File: src/rtl/cpu_pkg.sv
// rtl/cpu_pkg.sv - shared state, cause, PC-source and vector constants
// Purpose: types and constants shared by the exception sequencer and the main control.
// Ports: none (package).
package cpu_pkg;

  typedef enum logic [2:0] {
    ST_IDLE   = 3'd0,
    ST_SAVE   = 3'd1,
    ST_VREQ   = 3'd2,
    ST_VWAIT  = 3'd3,
    ST_LOAD   = 3'd4,
    ST_RETURN = 3'd5
  } exc_state_e;

  typedef enum logic [1:0] {
    CAUSE_NONE   = 2'd0,
    CAUSE_OPCODE = 2'd1,
    CAUSE_OVF    = 2'd2,
    CAUSE_DIV0   = 2'd3
  } exc_cause_e;

  localparam logic [2:0] PCSRC_LOAD   = 3'd0;
  localparam logic [2:0] PCSRC_ALU    = 3'd1;
  localparam logic [2:0] PCSRC_ALUOUT = 3'd2;
  localparam logic [2:0] PCSRC_JUMP   = 3'd3;
  localparam logic [2:0] PCSRC_EPC    = 3'd4;

  localparam logic [31:0] VEC_OPCODE_DEF = 32'd253;
  localparam logic [31:0] VEC_OVF_DEF    = 32'd254;
  localparam logic [31:0] VEC_DIV0_DEF   = 32'd255;

endpackage

File: src/rtl/exception_ctrl.sv
// rtl/exception_ctrl.sv - exception / ERET sequencer owning the PC path
// Purpose: saves EPC, fetches the handler vector from memory and loads it into
//          the PC; on ERET selects the EPC path for one PC write.
// Ports:
//   clk, reset (async, active-low)
//   exc_opcode/exc_overflow/exc_divzero/eret : single-cycle requests
//   pc_in        : current (already incremented) PC
//   epc_out      : saved exception PC
//   mem_addr/mem_addr_sel : vector fetch address and ownership strobe
//   pcsrc/pcsrc_own/pc_write : PC-source select, override, load enable
//   busy         : main control stalls while high
//   exc_cause    : last accepted cause; exc_lost : sticky dropped-request flag
module exception_ctrl
  import cpu_pkg::*;
#(
  parameter int          MEM_LAT    = 1,
  parameter logic [31:0] VEC_OPCODE = VEC_OPCODE_DEF,
  parameter logic [31:0] VEC_OVF    = VEC_OVF_DEF,
  parameter logic [31:0] VEC_DIV0   = VEC_DIV0_DEF,
  parameter logic [31:0] PC_OFFSET  = 32'd4
) (
  input  logic        clk,
  input  logic        reset,
  input  logic        exc_opcode,
  input  logic        exc_overflow,
  input  logic        exc_divzero,
  input  logic        eret,
  input  logic [31:0] pc_in,
  output logic [31:0] epc_out,
  output logic [31:0] mem_addr,
  output logic        mem_addr_sel,
  output logic [2:0]  pcsrc,
  output logic        pcsrc_own,
  output logic        pc_write,
  output logic        busy,
  output logic [1:0]  exc_cause,
  output logic        exc_lost
);

  exc_state_e  state_q;
  logic [2:0]  cnt_q;
  logic [31:0] epc_q;
  logic [31:0] mem_addr_q;
  logic        mem_addr_sel_q;
  logic [2:0]  pcsrc_q;
  logic        pcsrc_own_q;
  logic        pc_write_q;
  logic        busy_q;
  exc_cause_e  cause_q;
  logic        lost_q;

  logic any_exc;
  logic any_req;
  logic [31:0] vec_addr;

  assign any_exc = exc_opcode | exc_overflow | exc_divzero;
  assign any_req = any_exc | eret;

  always_comb begin
    vec_addr = VEC_OPCODE;
    case (cause_q)
      CAUSE_OVF:  vec_addr = VEC_OVF;
      CAUSE_DIV0: vec_addr = VEC_DIV0;
      default:    vec_addr = VEC_OPCODE;
    endcase
  end

  // Outputs are registered alongside the state: each branch sets the strobes
  // for the state being entered, so they line up with the state decode.
  always_ff @(posedge clk or negedge reset) begin
    if (!reset) begin
      state_q        <= ST_IDLE;
      cnt_q          <= '0;
      epc_q          <= '0;
      mem_addr_q     <= '0;
      mem_addr_sel_q <= 1'b0;
      pcsrc_q        <= PCSRC_LOAD;
      pcsrc_own_q    <= 1'b0;
      pc_write_q     <= 1'b0;
      busy_q         <= 1'b0;
      cause_q        <= CAUSE_NONE;
      lost_q         <= 1'b0;
    end else begin
      pcsrc_q     <= PCSRC_LOAD;
      pcsrc_own_q <= 1'b0;
      pc_write_q  <= 1'b0;
      if (state_q != ST_IDLE && any_req) begin
        lost_q <= 1'b1;
      end
      case (state_q)
        ST_IDLE: begin
          if (any_exc) begin
            // Priority opcode > overflow > divzero; a coincident eret is dropped.
            if (exc_opcode)        cause_q <= CAUSE_OPCODE;
            else if (exc_overflow) cause_q <= CAUSE_OVF;
            else                   cause_q <= CAUSE_DIV0;
            state_q <= ST_SAVE;
            busy_q  <= 1'b1;
          end else if (eret) begin
            state_q     <= ST_RETURN;
            busy_q      <= 1'b1;
            pcsrc_q     <= PCSRC_EPC;
            pcsrc_own_q <= 1'b1;
            pc_write_q  <= 1'b1;
          end
        end
        ST_SAVE: begin
          epc_q          <= pc_in - PC_OFFSET;
          mem_addr_q     <= vec_addr;
          mem_addr_sel_q <= 1'b1;
          state_q        <= ST_VREQ;
        end
        ST_VREQ: begin
          cnt_q   <= 3'(MEM_LAT);
          state_q <= ST_VWAIT;
        end
        ST_VWAIT: begin
          // Stays MEM_LAT cycles: leaves on the cycle the count reaches zero.
          cnt_q <= cnt_q - 3'd1;
          if (cnt_q == 3'd1) begin
            state_q     <= ST_LOAD;
            pcsrc_own_q <= 1'b1;
            pc_write_q  <= 1'b1;
          end
        end
        ST_LOAD: begin
          state_q        <= ST_IDLE;
          mem_addr_sel_q <= 1'b0;
          busy_q         <= 1'b0;
        end
        ST_RETURN: begin
          state_q <= ST_IDLE;
          busy_q  <= 1'b0;
        end
        default: begin
          state_q        <= ST_IDLE;
          mem_addr_sel_q <= 1'b0;
          busy_q         <= 1'b0;
        end
      endcase
    end
  end

  assign epc_out      = epc_q;
  assign mem_addr     = mem_addr_q;
  assign mem_addr_sel = mem_addr_sel_q;
  assign pcsrc        = pcsrc_q;
  assign pcsrc_own    = pcsrc_own_q;
  assign pc_write     = pc_write_q;
  assign busy         = busy_q;
  assign exc_cause    = cause_q;
  assign exc_lost     = lost_q;

endmodule

File: config.mk
export PLATFORM = sky130hd
export DESIGN_NAME = exception_ctrl
export DESIGN_NICKNAME = d
export VERILOG_FILES = /design/src/rtl/cpu_pkg.sv /design/src/rtl/exception_ctrl.sv
export SDC_FILE = /design/constraint.sdc
export NUM_CORES = 1
export LEC_CHECK = 0
export BUFFER_PORTS_ARGS = -buffer_cell sky130_fd_sc_hd__buf_2
export CORE_MARGIN = 5
export CORE_UTILIZATION = 48
export CTS_CLUSTER_SIZE = 20
export DETAILED_ROUTE_END_ITERATION = 8
export GPL_TIMING_DRIVEN = 0
export PLACE_DENSITY = 0.8
export SYNTH_ARGS = -nofsm -noshare
export SYNTH_HDL_FRONTEND = slang
export SYNTH_SLANG_ARGS = --single-unit
export TNS_END_PERCENT = 50
File: constraint.sdc
create_clock -name clk -period 2.05 [get_ports clk]
set_clock_uncertainty 0.2 [all_clocks]
set_input_delay 0 -clock clk [delete_from_list [all_inputs] [get_ports clk]]
set_output_delay 0 -clock clk [all_outputs]
set_load 0.01 [all_outputs]
Word-level counts from Yosys, hierarchy flattened
Index checks and enable logic that the tools add are counted.
{ "totals": {"in_bits": 38, "register_bits": 79, "out_inout_bits": 74, "wordCells": 53} }
{ "classes": {"bitwise_logic": 4, "addsub": 2, "reduce_logical": 9, "n_mux": 19, "n_eq_ne": 9} }
{ "ops": {"columns": ["cell", "count"], "rows": [
  ["32-bit by 3-bit subtractor with 32-bit output (second input constant)", 1],
  ["3-bit two-way mux", 6],
  ["3-bit case mux with 4 select lines", 1],
  ["3-bit by 1-bit == test with 1-bit output (second input constant)", 2],
  ["3-bit by 2-bit == test with 1-bit output (second input constant)", 2],
  ["1-bit two-way mux", 6],
  ["1-bit case mux with 2 select lines", 3],
  ["3-bit case mux with 2 select lines", 1],
  ["2-bit AND reduction", 3],
  ["2-bit == test (second input constant)", 2],
  ["2-bit case mux with 2 select lines", 1],
  ["4-bit OR reduction", 1],
  ["3-bit == test (second input constant)", 1],
  ["3-bit logical NOT", 1],
  ["3-bit inequality test (second input constant)", 1],
  ["1-bit bitwise OR", 3],
  ["3-bit nonzero test", 1],
  ["3-bit OR reduction", 1],
  ["3-bit by 1-bit subtractor with 3-bit output (second input constant)", 1],
  ["2-bit two-way mux", 1],
  ["2-bit inequality test (second input constant)", 1],
  ["2-bit nonzero test", 1],
  ["1-bit logical AND", 1],
  ["1-bit inverter", 1]
]} }

Longest topological paths before layout
Gate-level depths: netlist (run 1).
{ "depth": {"ltp_word": 4, "ltp_mapped": 8} }

Least setup slack after synthesis (run 1)
Ideal clock, no wire load.
{ "synth_path": {"path_type": "input-to-reg", "start": "input port pc_in[19]", "end": "register epc_q[31] (netlist: epc_out[31])", "required_time_ns": 1.768, "slack_ns": 0.064, "stages": 5, "n_path_buf": 1, "t_arrival_ns": 1.704, "path_cell_list": "or4_1 -> buf_2 -> or4_4 -> or4_1 -> a31oi_1"} }
{ "synth_via": {"elab_chain_len": 1} }
{ "synth_rtl": {"columns": ["element", "line_no", "source"], "rows": [
  ["start, declared", "exception_ctrl.sv:28", "input logic [31:0] pc_in,"],
  ["32-bit by 3-bit subtractor with 32-bit output", "exception_ctrl.sv:108", "epc_q <= pc_in - PC_OFFSET;"],
  ["end signal, assigned", "exception_ctrl.sv:108", null],
  ["end, declared", "exception_ctrl.sv:42", "logic [31:0] epc_q;"]
]} }
No other way between the ends.
A chain may end at the register's enable or synchronous reset.

Worst setup path in the final report (run 1)
{ "layout_path": {"start": "input port pc_in[7]", "end": "register epc_q[14] (netlist: epc_out[14])"} }
Same word-level chain as after synthesis.

==> impl_metrics.xml, run 1 <==
<?xml version="1.0" encoding="UTF-8"?>
<metrics>
  <group name="critical_path">
    <metric name="cpLargestDelayFamily" unit="">simple AND/OR/NAND/NOR gates</metric>
    <metric name="worst-setup-path-type" unit="">in -&gt; reg</metric>
    <metric name="r2r_setup_slack" unit="ns">0.17</metric>
    <metric name="cp_num_buf_inv" unit="">3</metric>
    <metric name="crit_path_start_kind" unit="">input port</metric>
    <metric name="crit_top_cell" unit="">buf_2</metric>
    <metric name="worstPathArrival" unit="ns">2.01</metric>
    <metric name="crit_path_top_delay_cell" unit="">dlygate4sd3_1</metric>
    <metric name="reg2reg_from" unit="">state_q[1]$_DFFE_PN0P_</metric>
    <metric name="timing.critical_path.cells" unit="">buf_2 -&gt; or4_1 -&gt; buf_2 -&gt; nor4_1 -&gt; xnor2_1 -&gt; dlygate4sd3_1 -&gt; o21ai_1</metric>
    <metric name="critPathMaxStageDelay" unit="ns">0.57</metric>
    <metric name="crit_path_end_kind" unit="">register</metric>
    <metric name="critical_path_cell_count" unit="">7</metric>
    <metric name="critical_path_peak_fanout" unit="">10</metric>
    <metric name="crit_required" unit="ns">2.02</metric>
    <metric name="ff2ff_path_depth" unit="">4</metric>
    <metric name="r2r-end" unit="">pc_write$_DFF_PN0_</metric>
  </group>
  <group name="placed_design">
    <metric name="placement.cell_area" unit="um^2">3350</metric>
    <metric name="gpl.final_weighted_congestion" unit="">0.874</metric>
    <metric name="place.detailed.instances" unit="">482</metric>
    <metric name="detailed_place_hpwl" unit="um">5310</metric>
    <metric name="io_buffer_count" unit="">84</metric>
  </group>
  <group name="timing">
    <metric name="final.setup.tns" unit="ns">0</metric>
    <metric name="grt_setup_unrepaired" unit="">yes</metric>
    <metric name="max_freq" unit="GHz">0.490</metric>
    <metric name="timing.final.crit_period" unit="ns">2.04</metric>
    <metric name="worst-slew-pin-transition" unit="ns">1.03</metric>
    <metric name="setup-violations-final" unit="">0</metric>
    <metric name="slew_violations" unit="">0</metric>
    <metric name="number_of_hold_slack_violations_in_the_final_timing_report" unit="">1</metric>
    <metric name="final.period_utilization" unit="">0.995</metric>
    <metric name="worst_slew_margin_rel" unit="">0.316</metric>
    <metric name="hold_slack" unit="ns">-0.00815</metric>
  </group>
  <group name="final_layout">
    <metric name="synthToLayoutAreaGrowth" unit="%">44.0</metric>
    <metric name="n_antenna_cell" unit="">0</metric>
    <metric name="post-route-cell-area" unit="um^2">3950</metric>
    <metric name="layout.nets" unit="">504</metric>
    <metric name="layoutNonFillerInstCount" unit="">536</metric>
    <metric name="drive_above_1_share" unit="">0.313</metric>
  </group>
  <group name="logic_synthesis">
    <metric name="yosys.area.top_type" unit="">dfrtp_1</metric>
    <metric name="ys_warn_count" unit="">0</metric>
    <metric name="synthesis.instances" unit="">301</metric>
    <metric name="yosys-top-cells-area" unit="">dfrtp_1 44%, buf_4 9.0%, or4_1 4.7%</metric>
    <metric name="yosys.area.top_type_share" unit="">0.438</metric>
    <metric name="synth.ff_latch_count" unit="">48</metric>
    <metric name="number_of_enable_type_register_cells_in_the_synthesized_netlist" unit="">0</metric>
    <metric name="postSynthAreaPerCell" unit="um^2">9.11</metric>
    <metric name="postSynth.topFlopCell" unit="">dfrtp_1</metric>
    <metric name="register_area_share_after_synthesis" unit="">0.438</metric>
    <metric name="async_flop_share" unit="">1.00</metric>
    <metric name="ys_types" unit="">44</metric>
    <metric name="syn-cell-area" unit="um^2">2740</metric>
  </group>
  <group name="drt">
    <metric name="detail_route.first_pass.iterations" unit="">5</metric>
    <metric name="routedWlPerCell" unit="um">15.1</metric>
    <metric name="detail_route.vias_per_cell" unit="">5.33</metric>
    <metric name="routed_wirelength" unit="um">8080</metric>
    <metric name="post_route_antenna_net_violation_count" unit="">0</metric>
    <metric name="vias" unit="">2856</metric>
    <metric name="dr.first_iter.drc_count" unit="">232</metric>
    <metric name="remaining_drc_errors" unit="">0</metric>
  </group>
  <group name="die">
    <metric name="std_cell_rows" unit="">27</metric>
    <metric name="design.core.area" unit="um^2">5540</metric>
    <metric name="die_area" unit="um^2">7330</metric>
    <metric name="dieHeight" unit="um">85.6</metric>
    <metric name="die_width" unit="um">85.6</metric>
    <metric name="floorplan.initialDensity" unit="">0.495</metric>
    <metric name="io_pins" unit="">112</metric>
  </group>
  <group name="min_path">
    <metric name="worst_hold_path_type" unit="">in -&gt; reg</metric>
    <metric name="worst_hold_startpoint" unit="">pc_in[12]</metric>
    <metric name="whs_path_depth" unit="">5</metric>
    <metric name="holdPathEnd" unit="">epc_out[17]$_DFFE_PN0P_</metric>
  </group>
  <group name="clocking">
    <metric name="cts_tree" unit="">done</metric>
    <metric name="cts_buffer_depth" unit="">2</metric>
    <metric name="insertion_delay" unit="ns">0.30</metric>
    <metric name="clock-root-buffer" unit="">clkbuf_8</metric>
    <metric name="worst_setup_hold_path_clk_slew" unit="ns">0.09</metric>
    <metric name="cts_max_level" unit="">2</metric>
    <metric name="tritoncts_sinks" unit="">48</metric>
    <metric name="tritoncts.num_buffers" unit="">5</metric>
  </group>
  <group name="flow_run">
    <metric name="max_cap_violation_count" unit="">0</metric>
  </group>
  <group name="global_routing">
    <metric name="grt_pass1_wl" unit="um">13100</metric>
    <metric name="maximum_number_of_pins_on_one_net_before_global_route_repair" unit="">49</metric>
    <metric name="antenna_violations_before_repair" unit="">0</metric>
    <metric name="grtUsageTotal" unit="">0.222</metric>
    <metric name="first_global_vias" unit="">2827</metric>
    <metric name="overflow" unit="">0</metric>
  </group>
  <group name="power_and_ir_drop">
    <metric name="internal_power_contribution" unit="mW">2.49</metric>
    <metric name="power_density" unit="nW/um^2">1060</metric>
    <metric name="clkPwrFrac" unit="">0.139</metric>
    <metric name="combinationalPowerShare" unit="">0.467</metric>
    <metric name="sequentialPowerShare" unit="">0.394</metric>
    <metric name="power_switching_share" unit="">0.406</metric>
    <metric name="worst_ir_drop_on_vdd" unit="mV">0.599</metric>
    <metric name="leakage" unit="nW">1.78</metric>
    <metric name="total_switching_power" unit="mW">1.70</metric>
  </group>
  <group name="run_status">
    <metric name="run_status" unit="">finished, violations left</metric>
    <metric name="violations" unit="">negative hold slack</metric>
  </group>
</metrics>
[synth_stat cells, types with 4 or more instances]
| library cell | count |
|---|---|
| dfrtp_1 | 48 |
| buf_4 | 33 |
| nor2_1 | 29 |
| nand2_1 | 28 |
| a31oi_1 | 18 |
| or4_1 | 17 |
| o31ai_1 | 13 |
| xnor2_1 | 10 |
| clkbuf_1 | 9 |
| inv_1 | 9 |
| nor4_1 | 9 |
| o21ai_0 | 8 |
| o21ai_1 | 8 |
| nor3_1 | 7 |
| or3_1 | 6 |
| a21oi_1 | 5 |
| buf_2 | 4 |
[placed cells by master (no fill, tap or decap), types with 3 or more instances in the layout]
cell,Yosys,layout
inv_1,9,9
clkbuf_8,1,7
o41ai_1,3,3
buf_2,4,88
o31ai_1,13,13
nor4_1,9,4
conb_1,1,26
xnor2_1,10,10
nor3_1,7,7
o21ai_0,8,8
clkbuf_1,9,7
or4_1,17,17
dlygate4sd3_1,0,48
ha_1,3,3
o21ai_1,8,8
or3_1,6,6
buf_4,33,33
dfrtp_1,48,48
nor2_1,29,29
a21oi_1,5,5
a31oi_1,18,18
nor4_2,0,5
o21bai_1,3,3
nand2_1,28,28
[final cells by class]
| cell class | instances | area, um^2 |
|---|---|---|
| clock buffer | 7 | 86.3 |
| multi-input combinational | 221 | 1310 |
| timing repair buffer | 132 | 901 |
| fill | 449 | 1590 |
| clock inverter | 1 | 7.51 |
| tap | 72 | 90.1 |
| buffer | 46 | 323 |
| inverter | 9 | 33.8 |
| sequential | 48 | 1200 |
[worst max path at each step]
stage               from                       to  slack, ns
2_1_floorplan  pc_in[19]  epc_out[31]$_DFFE_PN0P_       0.06
3_3_place_gp    pc_in[7]  epc_out[18]$_DFFE_PN0P_      -0.21
3_5_place_dp    pc_in[7]  epc_out[18]$_DFFE_PN0P_      -0.25
4_1_cts        pc_in[25]  epc_out[29]$_DFFE_PN0P_       0.06
5_1_grt         pc_in[7]  epc_out[14]$_DFFE_PN0P_      -0.05
6_report        pc_in[7]  epc_out[14]$_DFFE_PN0P_       0.01
[through the flow]
| step | util | total power, mW | setup slack [ns] |
|---|---|---|---|
| after detailed placement | 0.604 | 3.54 | -0.255 |
| after global placement | 0.604 | 3.47 | -0.206 |
| final | 0.713 | 4.19 | 0.0103 |
| after floorplan | - | 2.78 | 0.0641 |
| after CTS | 0.706 | 4.17 | 0.0578 |
| after global routing | 0.713 | 4.56 | -0.0499 |
[cell families (layout without fill, tap and decap cells)]
| logic type | Yosys count | in the layout | synth area share |
|---|---|---|---|
| AND/OR/NAND/NOR | 118 | 118 | 0.231 |
| AO/OA/AOI/OAI | 62 | 62 | 0.146 |
| buffers and inverters | 57 | 195 | 0.131 |
| flip-flops | 48 | 48 | 0.438 |
| XOR/XNOR | 11 | 11 | 0.0351 |
| adder cells (fa/ha/maj) | 4 | 4 | 0.0173 |
| other | 1 | 26 | 0.00137 |
[timing repair]
action	in CTS	in global routing
hold buffers	47	1
resized for setup	1	7
endpoints found under the setup margin	10	12
buffers inserted	0	0
endpoints found under the hold margin	88	1
[power by group through the flow]
stage / clock network (mW) / logic, mW / registers [mW]
finish: 0.582 / 1.96 / 1.65
global route: 0.649 / 2.20 / 1.71
CTS: 0.596 / 1.94 / 1.64
detailed placement: 0 / 1.88 / 1.65
global placement: 0 / 1.83 / 1.65
floorplan: 0 / 0.973 / 1.81
[tightest hold or removal path, stage by stage]
cell and delay [ns]:
buf_2 0.11, nor4_2 0.07, and3_1 0.16, nand2_1 0.06, a31oi_1 0.07
[registers in the layout, summed over array words and instances (netlist names)]
name,count
exc_lost,1
exc_cause,2
pcsrc,1
busy,1
mem_addr,3
state_q,3
mem_addr_sel,1
pc_write,1
epc_out,32
cnt_q,3
[per-layer routing]
metal	track usage	vias to the layer above	share of wire
met5	0	-	0
met4	0.0820	0	0.031
met3	0.0442	28	0.065
met2	0.393	145	0.52
met1	0.264	1331	0.39
li1	-	1352	-
(Power assumes the default switching activity.)
==> inputs of run 2 (changes only) <==
==> constraint.sdc (replaced) <==
create_clock -name clk -period 2.05 [get_ports clk]
set_clock_uncertainty 0.2 [all_clocks]
set_input_delay 0.3075 -clock clk [delete_from_list [all_inputs] [get_ports clk]]
set_output_delay 0.3075 -clock clk [all_outputs]
set_load 0.01 [all_outputs]
==> run 2 against run 1 <==
Effect of this change:
- the flow finishes with violations (negative setup slack)
- sequential power about the same
- global-route usage down 3.1 points
- via count down 11%
- final cell count down 9.0%
- die area unchanged
- register-to-register slack about the same
- non-clock buffer count down 47
==> impl_metrics.xml, run 2 (same netlist as run 1, synthesis figures left out) <==
<?xml version="1.0" encoding="UTF-8"?>
<metrics>
  <group name="run_status">
    <metric name="run_status" unit="">finished, violations left</metric>
    <metric name="violations" unit="">negative setup slack</metric>
  </group>
  <group name="final_layout">
    <metric name="synthToLayoutAreaGrowth" unit="%">27.6</metric>
    <metric name="mostFrequentLayoutCell" unit="">buf_2</metric>
    <metric name="drive_above_1_share" unit="">0.349</metric>
    <metric name="layout.cells.most_common_list" unit="">81 x buf_2, 48 x dfrtp_1, 35 x buf_4, 29 x nor2_1, 28 x nand2_1</metric>
    <metric name="largest_register_ff_count" unit="">32</metric>
    <metric name="layout.nets" unit="">457</metric>
    <metric name="n_antenna_cell" unit="">0</metric>
  </group>
  <group name="timing">
    <metric name="number_of_hold_slack_violations_in_the_final_timing_report" unit="">0</metric>
    <metric name="worst_slack" unit="ns">-0.0124</metric>
    <metric name="grt_setup_unrepaired" unit="">yes</metric>
    <metric name="max_freq" unit="GHz">0.485</metric>
    <metric name="setup-violations-final" unit="">1</metric>
    <metric name="final.period_utilization" unit="">1.01</metric>
    <metric name="slew_violations" unit="">0</metric>
    <metric name="timing.final.crit_period" unit="ns">2.06</metric>
    <metric name="worst_slew_margin_rel" unit="">0.308</metric>
    <metric name="worst-slew-pin-transition" unit="ns">1.04</metric>
  </group>
  <group name="critical_path">
    <metric name="critical_path_peak_fanout" unit="">6</metric>
    <metric name="crit_required" unit="ns">2.06</metric>
    <metric name="cp_num_buf_inv" unit="">1</metric>
    <metric name="crit_top_cell" unit="">or4_4</metric>
    <metric name="crit_path_top_delay_cell" unit="">or4_4</metric>
    <metric name="worst-setup-path-type" unit="">in -&gt; reg</metric>
    <metric name="crit_path_end_kind" unit="">register</metric>
    <metric name="critPathMaxStageDelay" unit="ns">0.57</metric>
    <metric name="crit_path_start_kind" unit="">input port</metric>
    <metric name="timing.critical_path.cells" unit="">buf_8 -&gt; or4_4 -&gt; or4_4 -&gt; or4_1 -&gt; a31oi_1</metric>
    <metric name="worstPathArrival" unit="ns">2.07</metric>
    <metric name="cpLargestDelayFamily" unit="">simple AND/OR/NAND/NOR gates</metric>
  </group>
  <group name="clocking">
    <metric name="tritoncts.num_buffers" unit="">5</metric>
    <metric name="insertion_delay" unit="ns">0.29</metric>
    <metric name="cts_max_level" unit="">2</metric>
    <metric name="cts_buffer_depth" unit="">2</metric>
    <metric name="tritoncts_sinks" unit="">48</metric>
    <metric name="clock-root-buffer" unit="">clkbuf_8</metric>
    <metric name="worst_setup_hold_path_clk_slew" unit="ns">0.08</metric>
    <metric name="cts_tree" unit="">done</metric>
  </group>
  <group name="placed_design">
    <metric name="detailed_place_hpwl" unit="um">5410</metric>
    <metric name="dp_worst_setup_slack" unit="ns">-0.473</metric>
    <metric name="gpl.final_weighted_congestion" unit="">0.895</metric>
    <metric name="io_buffer_count" unit="">84</metric>
  </group>
  <group name="power_and_ir_drop">
    <metric name="leakage" unit="nW">1.59</metric>
    <metric name="worst_ir_drop_on_vdd" unit="mV">0.518</metric>
    <metric name="power_density" unit="nW/um^2">1150</metric>
    <metric name="design_power_total" unit="mW">4.02</metric>
  </group>
  <group name="die">
    <metric name="floorplan.initialDensity" unit="">0.495</metric>
    <metric name="die_width" unit="um">85.6</metric>
    <metric name="dieHeight" unit="um">85.6</metric>
    <metric name="std_cell_rows" unit="">27</metric>
    <metric name="design.core.area" unit="um^2">5540</metric>
    <metric name="die_area" unit="um^2">7330</metric>
    <metric name="io_pins" unit="">112</metric>
  </group>
  <group name="drt">
    <metric name="vias" unit="">2538</metric>
    <metric name="detail_route.vias_per_cell" unit="">5.20</metric>
    <metric name="routed_wirelength" unit="um">6890</metric>
    <metric name="post_route_antenna_net_violation_count" unit="">0</metric>
    <metric name="dr.first_iter.drc_count" unit="">133</metric>
    <metric name="remaining_drc_errors" unit="">0</metric>
    <metric name="detail_route.first_pass.iterations" unit="">5</metric>
    <metric name="routedWlPerCell" unit="um">14.1</metric>
  </group>
  <group name="global_routing">
    <metric name="first_global_vias" unit="">2476</metric>
    <metric name="overflow" unit="">0</metric>
    <metric name="grtUsageTotal" unit="">0.191</metric>
    <metric name="maximum_number_of_pins_on_one_net_before_global_route_repair" unit="">49</metric>
    <metric name="antenna_violations_before_repair" unit="">0</metric>
    <metric name="grt_pass1_wl" unit="um">11400</metric>
  </group>
  <group name="min_path">
    <metric name="worst_hold_path_type" unit="">in -&gt; async</metric>
  </group>
  <group name="flow_run">
    <metric name="max_cap_violation_count" unit="">0</metric>
  </group>
</metrics>
-- run 2: worst paths after layout --
check | startpoint | slack, ns | endpoint | cells after the start
setup / recovery | pc_in[21] | -0.01 | epc_out[31]$_DFFE_PN0P_ | 5
hold / removal | reset | 0.0003 | epc_out[31]$_DFFE_PN0P_ | 1
setup reg to reg | state_q[1]$_DFFE_PN0P_ | 0.17 | epc_out[24]$_DFFE_PN0P_ | 5
hold reg to reg | epc_out[0]$_DFFE_PN0P_ | 0.28 | epc_out[0]$_DFFE_PN0P_ | 2
max in group asynchronous | reset | 1.02 | epc_out[8]$_DFFE_PN0P_ | 1
min in group clk | pc_in[1] | 0.01 | epc_out[1]$_DFFE_PN0P_ | 3
-- run 2: per-layer routing --
metal / up-vias / global-route usage / part of all wire
met3: 8 / 0.0394 / 0.066
met4: 0 / 0.0590 / 0.014
met1: 1181 / 0.235 / 0.41
met2: 93 / 0.334 / 0.51
met5: - / 0 / 0
li1: 1256 / - / -
-- run 2: area by class of cell --
type	instances	area, um^2
inverter	9	33.8
tap	72	90.1
sequential	48	1200
clock buffer	5	68.8
multi-input combinational	221	1300
buffer	44	318
timing repair buffer	87	474
fill	504	2040
clock inverter	2	12.5
-- run 2: what timing repair did --
action	CTS	global route
hold buffers	1	0
setup buffers	2	0
endpoints found under the hold margin	1	0
resized for setup	10	4
setup endpoints to repair	15	9
pin swaps	3	2
-- run 2: report_power, final --
part	internal [mW]	switching, mW
clock network	0.231	0.296
logic	0.771	1.09
registers	1.39	0.248
-- run 2: per-stage QoR --
step                      std cells  hold WS (ns)   util  setup TNS (ns)  area, um^2
after floorplan                 326        -0.188      -           -2.13        2870
after global placement          482         0.256  0.610           -6.12        3380
after detailed placement        482         0.265  0.610           -6.39        3380
after CTS                       488       0.00474  0.629         -0.0344        3490
after global routing            488       0.00814  0.632         -0.0815        3500
final                           488      0.000258  0.632         -0.0124        3500
-- run 2: worst register-to-register path, cell delays in order (launching register included) --
cell,delay [ns]
dfrtp_1,0.37
clkbuf_1,0.19
nor3_1,0.37
clkbuf_2,0.40
nor2_1,0.09
a31oi_1,0.17
